**src/rtl/evp_pkg.sv**
```systemverilog
// Shared definitions for the EVP (evaluate polynomial) engine and its STP sibling.
package evp_pkg;

    typedef enum logic [2:0] {
        ST_IDLE,
        ST_RD_N,
        ST_CHK,
        ST_MAC,
        ST_ERROR,
        ST_END
    } evp_state_t;

    localparam int MAX_N      = 10;
    localparam int VEC_STRIDE = 11;

    localparam logic [31:0] STATUS_OK   = 32'd0;
    localparam logic [31:0] STATUS_ERR  = 32'd2;
    localparam logic [31:0] STATUS_NONE = 32'hFFFF_FFFF;

    // Ceiling log2, usable in constant expressions.
    function automatic int log2(input int value);
        int r;
        r = 0;
        for (int i = 0; i < 31; i++) begin
            if ((1 << i) < value) r = i + 1;
        end
        return r;
    endfunction

endpackage

```
**src/rtl/evp_horner_mac.sv**
```systemverilog
// One Horner step: next_acc = acc * sext(x) + sext(c), wrapping modulo 2^32.
module evp_horner_mac (
    input  logic [31:0] i_acc,
    input  logic [15:0] i_x,
    input  logic [15:0] i_c,
    output logic [31:0] o_next_acc
);

    logic [31:0] w_x_ext;
    logic [31:0] w_c_ext;
    logic [31:0] w_prod;

    assign w_x_ext = {{16{i_x[15]}}, i_x};
    assign w_c_ext = {{16{i_c[15]}}, i_c};
    // Low 32 bits of a product are the same for signed and unsigned operands.
    assign w_prod     = i_acc * w_x_ext;
    assign o_next_acc = w_prod + w_c_ext;

endmodule

```
**src/rtl/evp_fsm.sv**
```systemverilog
// EVP instruction engine: reads N and coefficients for vector A, evaluates at x by Horner.
//  state | meaning
//  IDLE  | waiting for start_evp
//  RD_N  | N RAM read issued for vector A
//  CHK   | N returned; range check, first coefficient read issued
//  MAC   | one Horner step per cycle, next coefficient read issued
//  ERROR | N out of range, error status posted
//  END   | done_evp pulse
module evp_fsm
    import evp_pkg::*;
#(
    parameter int buffer_size = 1024,
    localparam int ADDR_W = log2(buffer_size)
) (
    input  logic              clk,
    input  logic              rst,
    input  logic              start_evp,
    input  logic [2:0]        A,
    input  logic [15:0]       x,
    input  logic [4:0]        rd_data_N,
    input  logic [15:0]       rd_data_S,
    output logic              en_rd_N,
    output logic [ADDR_W-1:0] rd_addr_N,
    output logic              en_rd_S,
    output logic [ADDR_W-1:0] rd_addr_S,
    output logic              done_evp,
    output logic [31:0]       result,
    output logic [31:0]       status
);

    evp_state_t  r_state;
    evp_state_t  w_state_nx;
    logic [2:0]  r_a;
    logic [15:0] r_x;
    logic [31:0] r_acc;
    logic [3:0]  r_k;
    logic [31:0] r_result;
    logic [31:0] r_status;

    logic [31:0] w_next_acc;
    logic [6:0]  w_base;
    logic [3:0]  w_k_dec;
    logic [6:0]  w_addr_s;
    logic        w_n_bad;

    evp_horner_mac u_mac (
        .i_acc      (r_acc),
        .i_x        (r_x),
        .i_c        (rd_data_S),
        .o_next_acc (w_next_acc)
    );

    assign w_base  = {4'd0, r_a} * 7'(VEC_STRIDE);
    assign w_k_dec = r_k - 4'd1;
    assign w_n_bad = rd_data_N > 5'(MAX_N);

    always_ff @(posedge clk) begin
        if (rst) begin
            r_state  <= ST_IDLE;
            r_a      <= '0;
            r_x      <= '0;
            r_acc    <= '0;
            r_k      <= '0;
            r_result <= '0;
            r_status <= STATUS_NONE;
        end else begin
            r_state <= w_state_nx;
            case (r_state)
                ST_IDLE: begin
                    if (start_evp) begin
                        r_a      <= A;
                        r_x      <= x;
                        r_acc    <= '0;
                        r_status <= STATUS_NONE;
                    end
                end
                ST_CHK: begin
                    if (!w_n_bad) r_k <= rd_data_N[3:0];
                end
                ST_MAC: begin
                    r_acc <= w_next_acc;
                    if (r_k == 4'd0) begin
                        r_result <= w_next_acc;
                        r_status <= STATUS_OK;
                    end else begin
                        r_k <= w_k_dec;
                    end
                end
                ST_ERROR: begin
                    r_result <= '0;
                    r_status <= STATUS_ERR;
                end
                default: ;
            endcase
        end
    end

    always_comb begin
        w_state_nx = r_state;
        en_rd_N    = 1'b0;
        en_rd_S    = 1'b0;
        rd_addr_N  = '0;
        w_addr_s   = '0;
        done_evp   = 1'b0;
        case (r_state)
            ST_IDLE: begin
                if (start_evp) w_state_nx = ST_RD_N;
            end
            ST_RD_N: begin
                en_rd_N    = 1'b1;
                rd_addr_N  = ADDR_W'(r_a);
                w_state_nx = ST_CHK;
            end
            ST_CHK: begin
                if (w_n_bad) begin
                    w_state_nx = ST_ERROR;
                end else begin
                    en_rd_S    = 1'b1;
                    w_addr_s   = w_base + {2'd0, rd_data_N};
                    w_state_nx = ST_MAC;
                end
            end
            ST_MAC: begin
                if (r_k == 4'd0) begin
                    w_state_nx = ST_END;
                end else begin
                    en_rd_S  = 1'b1;
                    w_addr_s = w_base + {3'd0, w_k_dec};
                end
            end
            ST_ERROR: w_state_nx = ST_END;
            ST_END: begin
                done_evp   = 1'b1;
                w_state_nx = ST_IDLE;
            end
            default: w_state_nx = ST_IDLE;
        endcase
    end

    assign rd_addr_S = ADDR_W'(w_addr_s);
    assign result    = r_result;
    assign status    = r_status;

endmodule

```
**config.mk**
```make
export PLATFORM = sky130hd
export DESIGN_NAME = evp_fsm
export DESIGN_NICKNAME = d
export VERILOG_FILES = /design/src/rtl/evp_pkg.sv /design/src/rtl/evp_horner_mac.sv /design/src/rtl/evp_fsm.sv
export SDC_FILE = /design/constraint.sdc
export NUM_CORES = 1
export LEC_CHECK = 0
export CAP_MARGIN = 20
export CELL_PAD_IN_SITES_DETAIL_PLACEMENT = 0
export CELL_PAD_IN_SITES_GLOBAL_PLACEMENT = 1
export CORE_ASPECT_RATIO = 0.75
export CORE_MARGIN = 4
export CORE_UTILIZATION = 47
export CTS_CLUSTER_SIZE = 20
export DETAILED_ROUTE_END_ITERATION = 8
export PLACE_DENSITY = 0.89
export RECOVER_POWER = 50
export SLEW_MARGIN = 20
export SYNTH_ARGS = -nofsm -noshare
export SYNTH_HDL_FRONTEND = slang
export SYNTH_SLANG_ARGS = --single-unit
```
**constraint.sdc**
```tcl
create_clock -name clk -period 8.45 [get_ports clk]
set_input_delay 1.69 -clock clk [delete_from_list [all_inputs] [get_ports clk]]
set_output_delay 1.69 -clock clk [all_outputs]
set_load 0.05 [all_outputs]
```
; After elaboration in Yosys (flattened, before gate mapping)
; Index checks and enable logic that the tools add are counted.
[op_classes]
n_bitwise = 0
n_reduce_logical = 12
shift = 0
n_addsub = 4
muxes = 23
multipliers = 2
n_eq_ne = 9
n_lt_le_gt_ge = 1
div_mod_pow = 0
[op_table]
columns = operator, count
row1 = two-way mux 32 bit, 4
row2 = one-hot mux 32 bit (2 select lines), 2
row3 = one-hot mux 32 bit (3 select lines), 1
row4 = adder 32 bit, 1
row5 = multiplier 32 x 16 -> 32 bit, 1
row6 = one-hot mux 3 bit (5 select lines), 1
row7 = two-way mux 7 bit, 2
row8 = one-hot mux 7 bit (2 select lines), 1
row9 = two-way mux 3 bit, 4
row10 = two-way mux 4 bit, 2
row11 = "inequality test 2 bit, second input constant", 4
row12 = one-hot mux 4 bit (2 select lines), 1
row13 = AND reduction 2 bit, 4
row14 = adder 7 x 4 -> 7 bit, 1
row15 = adder 7 x 5 -> 7 bit, 1
row16 = "multiplier 3 x 4 -> 7 bit, second input constant", 1
row17 = "equality test 3 x 2 -> 1 bit, second input constant", 2
row18 = "equality test 3 bit, second input constant", 2
row19 = AND reduction 3 bit, 2
row20 = nonzero test 2 bit, 3
row21 = "> comparator 5 x 4 -> 1 bit, second input constant", 1
row22 = zero test 4 bit, 1
row23 = two-way mux 1 bit, 4
row24 = "subtractor 4 x 1 -> 4 bit, second input constant", 1
row25 = 4 further kinds, 4
[totals]
inputBits = 43
romBits = 0
ram_bits = 0
word_cells = 58
latchBits = 0
n_memories = 0
ff_bits = 122
output_inout_bits = 87

; Logic depth before layout (Yosys ltp)
[logic_depth]
ltp_word = 4
ltp_mapped = 24
ltp_nobuf = 23

; Hierarchy
; A second synthesis with hierarchy kept.
[hier_totals]
hier_cells = 1945
hier_area_um2 = 16988.8
[by_module_without_submodules]
columns = mod, area_per_inst_um2, n_inst, cells_each, seq_area_each_um2
row1 = evp_horner_mac, 12756.0, 1, 1447, 0.0
row2 = evp_fsm, 4232.8, 1, 498, 1841.8

; Worst setup path after synthesis
; OpenSTA, ideal clock, no wires.
[synth_path]
path_kind = input port to flip-flop
startpoint = input rd_data_S[15]
endpoint = register r_acc[28]
setup_time_ns = 0.070
stages = 19
arrival_ns = 6.195
path_slack_ns = 2.185
n_path_buf = 0
required_ns = 8.380
cell_sequence = inv_1 -> fa_1 -> inv_1 -> fa_1 -> fa_1 -> fa_1 -> inv_1 -> fa_1 -> inv_1 -> ha_1 -> nand3_1 -> a31oi_1 -> a221o_1 -> a31o_4 -> a221o_1 -> a31oi_2 -> xnor2_1 -> nand2_1 -> a21oi_1
[synth_via]
elab_chain_cells = 2
[synth_rtl]
columns = element, line_no
row1 = start: declaration, evp_fsm.sv:21  ; input logic [15:0] rd_data_S,
row2 = adder 32 bit, evp_horner_mac.sv:17  ; assign o_next_acc = w_prod + w_c_ext;
row3 = one-hot mux 32 bit (2 select lines), evp_fsm.sv:68  ; case (r_state)
row4 = end signal: assignment, evp_fsm.sv:81  ; r_acc <= w_next_acc;
row5 = end: declaration, evp_fsm.sv:35  ; logic [31:0] r_acc;
; Every way passes these cells.
; A chain may end at the register's enable or synchronous reset.

; Worst setup path in the final report
[layout_path]
startpoint = register r_x[1]
endpoint = register r_result[31], in the netlist result[31]
[layout_via]
elab_chain_cells = 4
[layout_rtl]
columns = element, line_no
row1 = start: declaration, evp_fsm.sv:34  ; logic [15:0] r_x;
row2 = start signal: assignment, evp_fsm.sv:61  ; r_x <= '0;
row3 = start signal: assignment, evp_fsm.sv:72  ; r_x <= x;
row4 = multiplier 32 x 16 -> 32 bit, evp_horner_mac.sv:16  ; assign w_prod = i_acc * w_x_ext;
row5 = adder 32 bit, evp_horner_mac.sv:17
row6 = two-way mux 32 bit, evp_fsm.sv:82  ; if (r_k == 4'd0) begin
row7 = one-hot mux 32 bit (2 select lines), evp_fsm.sv:68
row8 = end signal: assignment, evp_fsm.sv:83  ; r_result <= w_next_acc;
row9 = end: declaration, evp_fsm.sv:37  ; logic [31:0] r_result;
; Every way passes these cells. The select of a mux whose other input is x is not followed.

==> run summary <==
Slew HR: -184%
Routed Antenna Nets: 0
Port Buffers: 119
Max cap viols: 1
Worst Skew: 0.00944 ns
Core Area: 35100 um2
Post-Syn Instances: 1964
Buffers & Inverters on Critical Path: 4
Critical path data arrival time: 7.27 ns
RSZ-0062 raised after global routing: false
CTS Buffer Depth: 2
Worst skew pair latency: 0.34 ns
Layout area overhead: 10.1%
Tcrit/Tclk final: 85.4%
Asr flop ratio synth: 0%
CTS resizes: 0
Static leakage: 8.98 nW
First-pass GRT wire length: 75.4 mm
Via-to-Cell Ratio: 5.33
CTS tree: done
Die height: 172 um
Worst vdd ir: 0.000110 V
Crit Path Category: flop to flop
Cts hold-fix bufs: 0
Fin nets: 2488
EDFF count, synth: 0
Multi-input gate area: 12900 um2
Crit-path most repeated cell: fa_1
WL per Instance: 18.7 um
Synth cell types: 50
Worst-path clk slew: 0.07 ns
Starting density of the core: 48.2%
Critical Path RT: 8.51 ns
Crit path capture type: flop
Gr usage total: 24.5%
Slowest-stage cell, CP: dfxtp_1
Register area: 1840 um2
Delay-heaviest family, CP: adder cells
Final setup fails: 0
Num ports: 130
Post-CTS Setup Inserts: 0
Mean cell area of the mapped netlist: 8.63 um2
Min-Delay Path Class: flop to flop
Failing checks: capacitance limit, slew limit
CP Launch Type: flop
Drt drc: 0
Gp weighted congestion: 0.897
Outcome: complete, but fails checks
Critical path cell sequence: buf_4, nand2_1, fa_1, fa_1, fa_1, fa_1, inv_1, fa_1, inv_1, fa_1, inv_1, ha_1, a21o_1, a221o_1, a21oi_1, a21oi_1, o2111ai_1, a21oi_1, or3_1, a32oi_1, nor2_1
Synth warnings: 0
Die area: 39200 um2
Max incr delay on CP: 0.89 ns
Router iterations before antenna repair: 5
Ys flop type: dfxtp_1
Total global routing overflow: 0
Max frequency: 139 MHz
Worst-margin pin slew: 4.26 ns
Final wirelength: 46.0 mm
Vias in the first global route: 13700
Slew Limit Fails: 101
Clock Sinks: 92
Hold Vio Cnt, Final: 0
WHS: 0.463 ns
Row Count: 59
Setup TNS: 0 ns
Initial antenna violation count: 0
Detailed Place HPWL: 35.9 mm
Critical Path Fanout Max: 16
Fillers: 3291
Layout cell share with drive strength beyond 1: 2.65%
Detailed Route Iter0 Violations: 1091
Largest net degree at the start of global routing: 101
Synthesized area: 16900 um2
Clk Tree Root Cell: clkbuf_16
Num CTS Buffers: 9
H-Tree Depth: 3
PwrDens: 85.6 nW/um2
Vias: 13100
Yosys reg bits: 92
Final min period: 7.22 ns
Die width: 227 um
Post-synthesis sequential area ratio: 10.9%
routing by layer:
| metal | vias up | global-route usage, % | wire length [um] |
|---|---|---|---|
| met3 | 84 | 3.73 | 3900 |
| met1 | 6589 | 35.7 | 20000 |
| met2 | 553 | 39.3 | 21100 |
| li1 | 5879 | - | - |
| met5 | - | 0 | 0 |
| met4 | 0 | 5.47 | 1080 |
worst paths after layout:
check                 startpoint                       to  slack (ns)  cells after the start
max          r_x[1]$_SDFFE_PP0P_  result[31]$_SDFFE_PP0P_        1.23                     21
min          r_x[0]$_SDFFE_PP0P_      r_x[0]$_SDFFE_PP0P_        0.46                      2
max reg2reg  r_x[1]$_SDFFE_PP0P_  result[31]$_SDFFE_PP0P_        1.23                     21
min reg2reg  r_x[0]$_SDFFE_PP0P_      r_x[0]$_SDFFE_PP0P_        0.46                      2
where the power goes:
part | internal [W] | switching [W] | total [W]
clock network | 0.000321 | 0.000179 | 0.000500
logic | 0.000211 | 0.000384 | 0.000595
registers | 0.000448 | 0.0000537 | 0.000502
total | 0.000980 | 0.000617 | 0.00160
worst min-delay path, cell delays in order (launching register included):
cell and delay, ns:
dfxtp_1 0.31, nand2_1 0.05, a21oi_1 0.05
placed cells by master (no fill, tap or decap), types with 32 or more instances in the layout:
cell             instances
a21oi_1                 71
a22oi_1                 32
and2_1                 164
clkdlybuf4s50_1         68
dfxtp_1                 92
dlygate4sd3_1           50
fa_1                   337
ha_1                   113
inv_1                  414
nand2_1                298
nand3_1                 37
nor2_1                  69
xnor2_1                 47
kinds of logic (layout without fill, tap and decap cells):
| kind of cell | count (synthesis) | after routing | synth area share (%) |
|---|---|---|---|
| other cells | 1 | 11 | 0.0221 |
| xor+xnor | 69 | 69 | 3.57 |
| compound gates | 182 | 182 | 6.98 |
| simple gates | 620 | 620 | 17.3 |
| flops | 92 | 92 | 10.9 |
| fa+ha+maj | 450 | 450 | 48.2 |
| buf+inv | 550 | 577 | 13.1 |
cells in the mapped netlist, types with 7 or more instances:
| master | count | area share, % |
|---|---|---|
| a21o_1 | 27 | 1.2 |
| nor3_1 | 7 | 0.21 |
| nand2b_1 | 9 | 0.33 |
| nand3_1 | 37 | 1.1 |
| a31oi_1 | 7 | 0.26 |
| and2_1 | 164 | 6.1 |
| a21oi_1 | 72 | 2.1 |
| o21ai_0 | 11 | 0.32 |
| dfxtp_1 | 92 | 11 |
| ha_1 | 113 | 8.3 |
| xor2_1 | 22 | 1.1 |
| a22oi_1 | 32 | 1.4 |
| nor2_1 | 70 | 1.6 |
| clkbuf_1 | 91 | 2.0 |
| buf_4 | 40 | 1.8 |
| nand2_1 | 298 | 6.6 |
| inv_1 | 414 | 9.2 |
| xnor2_1 | 47 | 2.4 |
| fa_1 | 337 | 40 |
flip-flops by register name (all words and copies together) (netlist names):
name / flops
r_a: 3
r_acc: 32
r_k: 4
r_state: 3
r_x: 16
result: 32
status: 2
metrics by stage:
stage	setup WS [ns]	utilization [%]	cells	cell area (um2)	total power (W)
floorplan	2.19	-	1973	17000	0.000924
global placement	1.23	52.1	2441	18300	0.00109
detailed placement	1.16	52.1	2441	18300	0.00110
CTS	1.45	53.1	2457	18700	0.00160
global route	1.01	53.1	2457	18700	0.00168
finish	1.23	53.1	2458	18700	0.00160
area by class of cell:
| cell class | count | area share (%) |
|---|---|---|
| multi-input cells | 1331 | 69.3 |
| flip-flops and latches | 92 | 9.87 |
| well taps | 457 | 3.06 |
| clock inverters | 7 | 0.778 |
| diodes | 1 | 0.0134 |
| clock buffers | 9 | 1.21 |
| repair buffers | 147 | 7.46 |
| inverters | 414 | 8.33 |
Power figures use the tool's default switching activity.
